[src/rtl/seq_scan_ctrl.sv]
// seq_scan_ctrl: word-fed serial pattern scanner.
// Accepts DW-bit words on a valid/ready handshake and shifts them out MSB-first
// as a bit stream. It matches a programmable 1..4-bit pattern (overlapping or
// non-overlapping) against that stream and reports each hit as a pulse and in a
// saturating counter.
// Ports:
//   clk, reset_n                      clock, async active-low reset
//   cfg_we/cfg_pattern/cfg_len/cfg_overlap  config write (IDLE only)
//   clr_cnt                           sync clear of match_cnt (wins over increment)
//   in_valid/in_data/in_ready         word input handshake
//   bit_valid/bit_out                 serialized stream (combinational)
//   match/match_cnt                   registered hit pulse and saturating count
//   word_done/busy                    DONE-state pulse, state != IDLE
module seq_scan_ctrl #(
    parameter int unsigned DW = 8,
    parameter int unsigned CW = 8
) (
    input  logic          clk,
    input  logic          reset_n,
    input  logic          cfg_we,
    input  logic [3:0]    cfg_pattern,
    input  logic [2:0]    cfg_len,
    input  logic          cfg_overlap,
    input  logic          clr_cnt,
    input  logic          in_valid,
    input  logic [DW-1:0] in_data,
    output logic          in_ready,
    output logic          bit_valid,
    output logic          bit_out,
    output logic          match,
    output logic [CW-1:0] match_cnt,
    output logic          word_done,
    output logic          busy
);

    localparam int unsigned BCW = (DW > 2) ? $clog2(DW) : 1;
    localparam logic [CW-1:0] CNT_MAX = {CW{1'b1}};

    typedef enum logic [1:0] {
        ST_IDLE  = 2'd0,
        ST_SHIFT = 2'd1,
        ST_DONE  = 2'd2
    } state_e;

    state_e          state_q, state_d;
    logic [DW-1:0]   sreg_q, sreg_d;
    logic [BCW-1:0]  bcnt_q, bcnt_d;
    logic [3:0]      hist_q, hist_d;
    logic [2:0]      hcnt_q, hcnt_d;
    logic [3:0]      pat_q, pat_d;
    logic [2:0]      len_q, len_d;
    logic            ovl_q, ovl_d;
    logic            match_q, match_d;
    logic [CW-1:0]   cnt_q, cnt_d;

    logic            bit_c;
    logic [3:0]      hist_upd_c;
    logic [2:0]      hcnt_upd_c;
    logic [3:0]      len_mask_c;
    logic            hit_c;

    // State and datapath registers
    always_ff @(posedge clk or negedge reset_n) begin
        if (!reset_n) begin
            state_q <= ST_IDLE;
            sreg_q  <= '0;
            bcnt_q  <= '0;
            hist_q  <= '0;
            hcnt_q  <= '0;
            pat_q   <= '0;
            len_q   <= 3'd4;
            ovl_q   <= 1'b1;
            match_q <= 1'b0;
            cnt_q   <= '0;
        end else begin
            state_q <= state_d;
            sreg_q  <= sreg_d;
            bcnt_q  <= bcnt_d;
            hist_q  <= hist_d;
            hcnt_q  <= hcnt_d;
            pat_q   <= pat_d;
            len_q   <= len_d;
            ovl_q   <= ovl_d;
            match_q <= match_d;
            cnt_q   <= cnt_d;
        end
    end

    // Next-state, scan and counter logic
    always_comb begin
        state_d = state_q;
        sreg_d  = sreg_q;
        bcnt_d  = bcnt_q;
        hist_d  = hist_q;
        hcnt_d  = hcnt_q;
        pat_d   = pat_q;
        len_d   = len_q;
        ovl_d   = ovl_q;
        match_d = 1'b0;
        cnt_d   = cnt_q;

        bit_c      = (state_q == ST_SHIFT) & sreg_q[DW-1];
        hist_upd_c = {hist_q[2:0], bit_c};
        hcnt_upd_c = (hcnt_q >= 3'd4) ? 3'd4 : hcnt_q + 3'd1;
        case (len_q)
            3'd1:    len_mask_c = 4'b0001;
            3'd2:    len_mask_c = 4'b0011;
            3'd3:    len_mask_c = 4'b0111;
            default: len_mask_c = 4'b1111;
        endcase
        hit_c = (hcnt_upd_c >= len_q) && (((hist_upd_c ^ pat_q) & len_mask_c) == 4'b0000);

        case (state_q)
            ST_IDLE: begin
                if (cfg_we) begin
                    pat_d  = cfg_pattern;
                    len_d  = ((cfg_len == 3'd0) || (cfg_len > 3'd4)) ? 3'd4 : cfg_len;
                    ovl_d  = cfg_overlap;
                    hist_d = '0;
                    hcnt_d = '0;
                end
                if (in_valid) begin
                    sreg_d  = in_data;
                    bcnt_d  = BCW'(DW - 1);
                    state_d = ST_SHIFT;
                end
            end
            ST_SHIFT: begin
                sreg_d  = sreg_q << 1;
                hist_d  = hist_upd_c;
                // Non-overlapping mode restarts the fill count after a hit
                hcnt_d  = (hit_c && !ovl_q) ? 3'd0 : hcnt_upd_c;
                match_d = hit_c;
                if (bcnt_q == '0) begin
                    state_d = ST_DONE;
                end else begin
                    bcnt_d = bcnt_q - BCW'(1);
                end
            end
            ST_DONE: begin
                state_d = ST_IDLE;
            end
            default: begin
                state_d = ST_IDLE;
            end
        endcase

        // Clear takes priority over a same-cycle increment
        if (clr_cnt) begin
            cnt_d = '0;
        end else if (match_d && (cnt_q != CNT_MAX)) begin
            cnt_d = cnt_q + CW'(1);
        end
    end

    assign in_ready  = (state_q == ST_IDLE);
    assign bit_valid = (state_q == ST_SHIFT);
    assign bit_out   = bit_c;
    assign word_done = (state_q == ST_DONE);
    assign busy      = (state_q != ST_IDLE);
    assign match     = match_q;
    assign match_cnt = cnt_q;

endmodule

[config.mk]
export PLATFORM = sky130hd
export DESIGN_NAME = seq_scan_ctrl
export DESIGN_NICKNAME = d
export VERILOG_FILES = /design/src/rtl/seq_scan_ctrl.sv
export SDC_FILE = /design/constraint.sdc
export NUM_CORES = 1
export LEC_CHECK = 0
export CORE_ASPECT_RATIO = 1.2
export CORE_MARGIN = 5
export CORE_UTILIZATION = 25
export DETAILED_ROUTE_END_ITERATION = 6
export SLEW_MARGIN = 20
export SYNTH_ARGS = -nofsm -noshare
export SYNTH_HDL_FRONTEND = slang
export SYNTH_SLANG_ARGS = --single-unit
[constraint.sdc]
create_clock -name clk -period 2.2 [get_ports clk]
set_input_delay 0.55 -clock clk [delete_from_list [all_inputs] [get_ports clk]]
set_output_delay 0.55 -clock clk [all_outputs]
set_load 0.01 [all_outputs]
# == Word-level counts from Yosys, hierarchy flattened ==
# Index checks and enable logic that the tools add are counted.
# totals
out_inout_bits,14
wordCells,65
input_bits,21
regBits,36
# op_classes
add_sub_neg,3
n_lt_le_gt_ge,3
bitwise,3
mux,19
n_reduce_logical,17
n_eq_ne,10
# op_table
cell,n
$mux 8,3
$mux 3,7
$pmux 3 s2,3
$pmux 8 s2,1
$pmux 4 s3,1
$add 8x1->8 const B,1
$ne 8x8->1 const B,1
$reduce_and 2->1,4
$eq 3x2->1 const B,2
$logic_not 3->1,2
$ne 2x2->1 const B,3
$reduce_bool 2->1,3
$and 4x4->4,1
$logic_not 4->1,1
$mux 2,2
$pmux 2 s2,1
$xor 4x4->4,1
$add 3x1->3 const B,1
$eq 3x1->1 const B,1
$ge 3x3->1,1
$ge 3x3->1 const B,1
$gt 3x3->1 const B,1
$logic_and 1x1->1,3
$reduce_and 3->1,1
other kinds (9),9

# == Depth between registers and ports, before layout ==
# depth
depth_word,10
ltp_mapped,10
mapped_depth_nobuf,10

# == Worst setup path after synthesis ==
# Ideal clock, no wire load.
# synth_timing
path_kind,reg2reg
from,register hcnt_q[0]
to,register cnt_q[4] (netlist: match_cnt[4])
path_buffers,0
path_stages_with_launch,9
t_required_ps,2122
setup_time_ps,78
t_arrival_ps,2174
path_slack_ps,-52
synth_period_minus_slack_ps,2252
path_cell_list,dfrtp_1 -> ha_1 -> or2_2 -> ha_1 -> nand2_1 -> o21ai_1 -> nand3_2 -> or4_1 -> a21oi_1
# synth_between
elab_chain_len,7
elab_cells_between_ends,8
cone_classes,1 x add/sub; 2 x order compare; 2 x mux; 3 x reduce/logical
# synth_lines
item,line_no,text
from (decl),49,"logic [2:0] hcnt_q, hcnt_d;"
from (signal assigned),80,hcnt_q <= hcnt_d;
$add 3x1->3 / $ge 3x3->1 (equally long branches),104,hcnt_upd_c = (hcnt_q >= 3'd4) ? 3'd4 : hcnt_q + 3'd1;
$mux 3 (*),104,
$ge 3x3->1 (*),111,hit_c = (hcnt_upd_c >= len_q) && (((hist_upd_c ^ pat_q) & len_mask_c) == 4'b0000);
$logic_and 1x1->1 (*),111,
$mux 1 (*),113,case (state_q)
$logic_and 1x1->1 (*),151,end else if (match_d && (cnt_q != CNT_MAX)) begin
$reduce_bool 2->1 (no source line) (*),--,
to (signal assigned),85,cnt_q <= cnt_d;
to (decl),54,"logic [CW-1:0] cnt_q, cnt_d;"
# Every way passes the cells marked *; elsewhere a longest branch is shown, timed or not.
# A chain may end at the register's enable or synchronous reset.

# == Final worst setup path ==
# layout_timing
from,register hcnt_q[0]
to,register cnt_q[5] (netlist: match_cnt[5])
# Same word-level chain as after synthesis.

==> flow_metrics.env <==
export IMPL_outcome="complete, but fails checks"
export IMPL_violations="setup timing"
export IMPL_ys_top_cells_by_area="dfrtp_1, ha_1, nand2_1"
export IMPL_vias=1580
export IMPL_core_area_sq_um=7660
export IMPL_num_antenna_cells=0
export IMPL_pin_count=35
export IMPL_path_clk_slew_ns=0.07
export IMPL_root_buffer="clkbuf_8"
export IMPL_wire_per_inst_um=12.4
export IMPL_crit_path_end_kind="register"
export IMPL_cts_tree="built"
export IMPL_h_tree_depth=2
export IMPL_final_max_slew_viol_count=0
export IMPL_num_rows=35
export IMPL_yosysSeqAreaShare=0.460
export IMPL_die_h_um=107
export IMPL_grt_overflow=0
export IMPL_synth_most_common_cell="dfrtp_1"
export IMPL_worstHoldPathCells=1
export IMPL_critPathKind="register to register"
export IMPL_numPortBuffers=34
export IMPL_cts_sinks=36
export IMPL_worst_slack_ns=-0.0272
export IMPL_yosysWarnings=0
export IMPL_synth_top_cell_area_share=0.433
export IMPL_max_cap_violations=0
export IMPL_fin_skew_ns=0.00516
export IMPL_first_global_vias=1624
export IMPL_syn_nets=231
export IMPL_cp_data_required_time_ns=2.37
export IMPL_synth_area_sq_um=1960
export IMPL_min_period_ns=2.23
export IMPL_drc=0
export IMPL_hold_viol=0
export IMPL_grt_max_degree=37
export IMPL_synth_seq_cells=36
export IMPL_n_fill_cell=773
export IMPL_grt_pass1_wl_um=7380
export IMPL_syn_avg_cell_area_sq_um=9.77
export IMPL_max_slew_margin=0.649
export IMPL_cts_made_buffers=5
export IMPL_rsz0062_at_grt="true"
export IMPL_synth_distinct_cells=47
export IMPL_wl_um=4210
export IMPL_synth_common_cells="dfrtp_1, nand2_1, nor2_1"
export IMPL_final_nets=277
export IMPL_r2r_worst_path_cells=11
export IMPL_drtPass1Iterations=5
export IMPL_synthCells=201
export IMPL_viasPerCell=4.65
export IMPL_startpoint_type="register"
export IMPL_syn_to_final_growth_pct=34.2
export IMPL_antenna_found_initial=0
export IMPL_crit_fanout=4
export IMPL_synth_main_ff_cell="dfrtp_1"
export IMPL_final_core_util=0.344
export IMPL_clk_path_buf_depth=2
export IMPL_p_leak_uw=0.00114
export IMPL_synth_edf_count=0
export IMPL_ir_worst_vdd_mv=0.459
export IMPL_async_flop_share=1.00
export IMPL_drive_gt1_frac=0.206
export IMPL_initial_utilization=0.256
export IMPL_hpwlAfterDp_um=3040
export IMPL_hp_class="register to register"
export IMPL_tightest_slew_ns=0.525
export IMPL_gp_congestion=0.775
export IMPL_postPlaceCellArea_sq_um=2430
export IMPL_setup_viol=1
export IMPL_drt_iter0_drc=69
export IMPL_fin_crit_sh=1.01
export IMPL_timing_fmax_ghz=0.449
export IMPL_synth_largest_area_cell="dfrtp_1"
export IMPL_die_w_um=90.9
export IMPL_critPathArrivalTime_ns=2.40
export IMPL_final_area_sq_um=2630
export IMPL_track_usage=0.0913
export IMPL_ant_nets=0
export IMPL_dieArea_sq_um=9730
export IMPL_clk_latency_ns=0.28
export IMPL_power_density_nw_per_um2=1220
-- worst paths after layout --
kind	endpoint	from	slack, ns
setup / recovery	match_cnt[5]$_DFFE_PN0P_	hcnt_q[0]$_DFFE_PN0P_	-0.03
hold / removal	bcnt_q[0]$_DFFE_PN0P_	bcnt_q[0]$_DFFE_PN0P_	0.47
setup reg to reg	match_cnt[5]$_DFFE_PN0P_	hcnt_q[0]$_DFFE_PN0P_	-0.03
hold reg to reg	bcnt_q[0]$_DFFE_PN0P_	bcnt_q[0]$_DFFE_PN0P_	0.47
max in group asynchronous	len_q[2]$_DFFE_PN1P_	reset_n	1.16
min in group asynchronous	match_cnt[5]$_DFFE_PN0P_	reset_n	0.68
-- per-layer routing --
| metal | wire length [um] | up-vias | global-route usage |
|---|---|---|---|
| met4 | 63 | 0 | 0.0335 |
| met2 | 2020 | 37 | 0.152 |
| li1 | - | 783 | - |
| met1 | 1900 | 754 | 0.110 |
| met3 | 230 | 6 | 0.0288 |
| met5 | 0 | - | 0 |
-- layout by cell type (no fill, tap or decap), types with 6 or more instances in the layout --
cell	instances
o21ai_0	11
nor2b_1	6
nor2_1	12
a21oi_1	13
buf_4	11
nand2b_1	7
clkbuf_8	7
ha_1	7
inv_1	12
nand2_1	25
dfrtp_1	34
clkdlybuf4s50_1	32
-- where the power goes --
part	switching, uW	internal [uW]
Sequential	194	909
Combinational	852	743
Clock	228	286
Total	1270	1940
-- flip-flops by register name, summed over array words and instances, names as in the netlist --
register and flops:
match_cnt 8, sreg_q 8, pat_q 4, bcnt_q 3, hcnt_q 3, hist_q 3
len_q 3, state_q 2, match 1, ovl_q 1
-- logic make-up (layout without fill, tap and decap cells) --
| family | Yosys count | in the layout | synth area share |
|---|---|---|---|
| AND/OR/NAND/NOR | 81 | 81 | 0.226 |
| AO/OA/AOI/OAI | 41 | 41 | 0.130 |
| flip-flops | 36 | 36 | 0.460 |
| buffers and inverters | 20 | 67 | 0.0440 |
| adder cells (fa/ha/maj) | 9 | 9 | 0.0574 |
| multiplexers | 9 | 9 | 0.0567 |
| XOR/XNOR | 5 | 5 | 0.0261 |
-- layout make-up --
| type | instances | area, sq um | area share |
|---|---|---|---|
| inverters | 14 | 56.3 | 0.0214 |
| repair buffers | 45 | 428 | 0.162 |
| clock buffers | 8 | 100 | 0.0380 |
| well taps | 92 | 115 | 0.0437 |
| flip-flops and latches | 36 | 903 | 0.343 |
| multi-input cells | 145 | 1030 | 0.391 |
-- stage by stage --
stage	setup TNS (ns)	power, uW	setup slack [ns]	cells	hold WS, ns
2_1_floorplan	0	2080	0.0183	201	0.254
3_3_place_gp	-0.116	2460	-0.0526	327	0.454
3_5_place_dp	-0.352	2500	-0.0924	327	0.467
4_1_cts	-0.0173	3180	-0.0173	339	0.475
5_1_grt	-0.481	3490	-0.150	340	0.487
6_report	-0.0272	3210	-0.0272	340	0.473
-- repair_timing --
item,in CTS,in global routing
resized for setup,7,7
pin swaps,8,5
buffers inserted,4,1
hold buffers,0,0
setup endpoints to repair,8,12
-- critical path: stages, from the launching register on --
cell	delay [ns]
dfrtp_1	0.38
inv_1	0.06
ha_1	0.28
nand2b_1	0.11
inv_1	0.05
ha_1	0.26
nand2_1	0.06
o21ai_2	0.18
nand4_1	0.15
buf_4	0.19
nor3_4	0.11
mux2_4	0.31
Note: power is estimated with default switching activity, not from simulation.
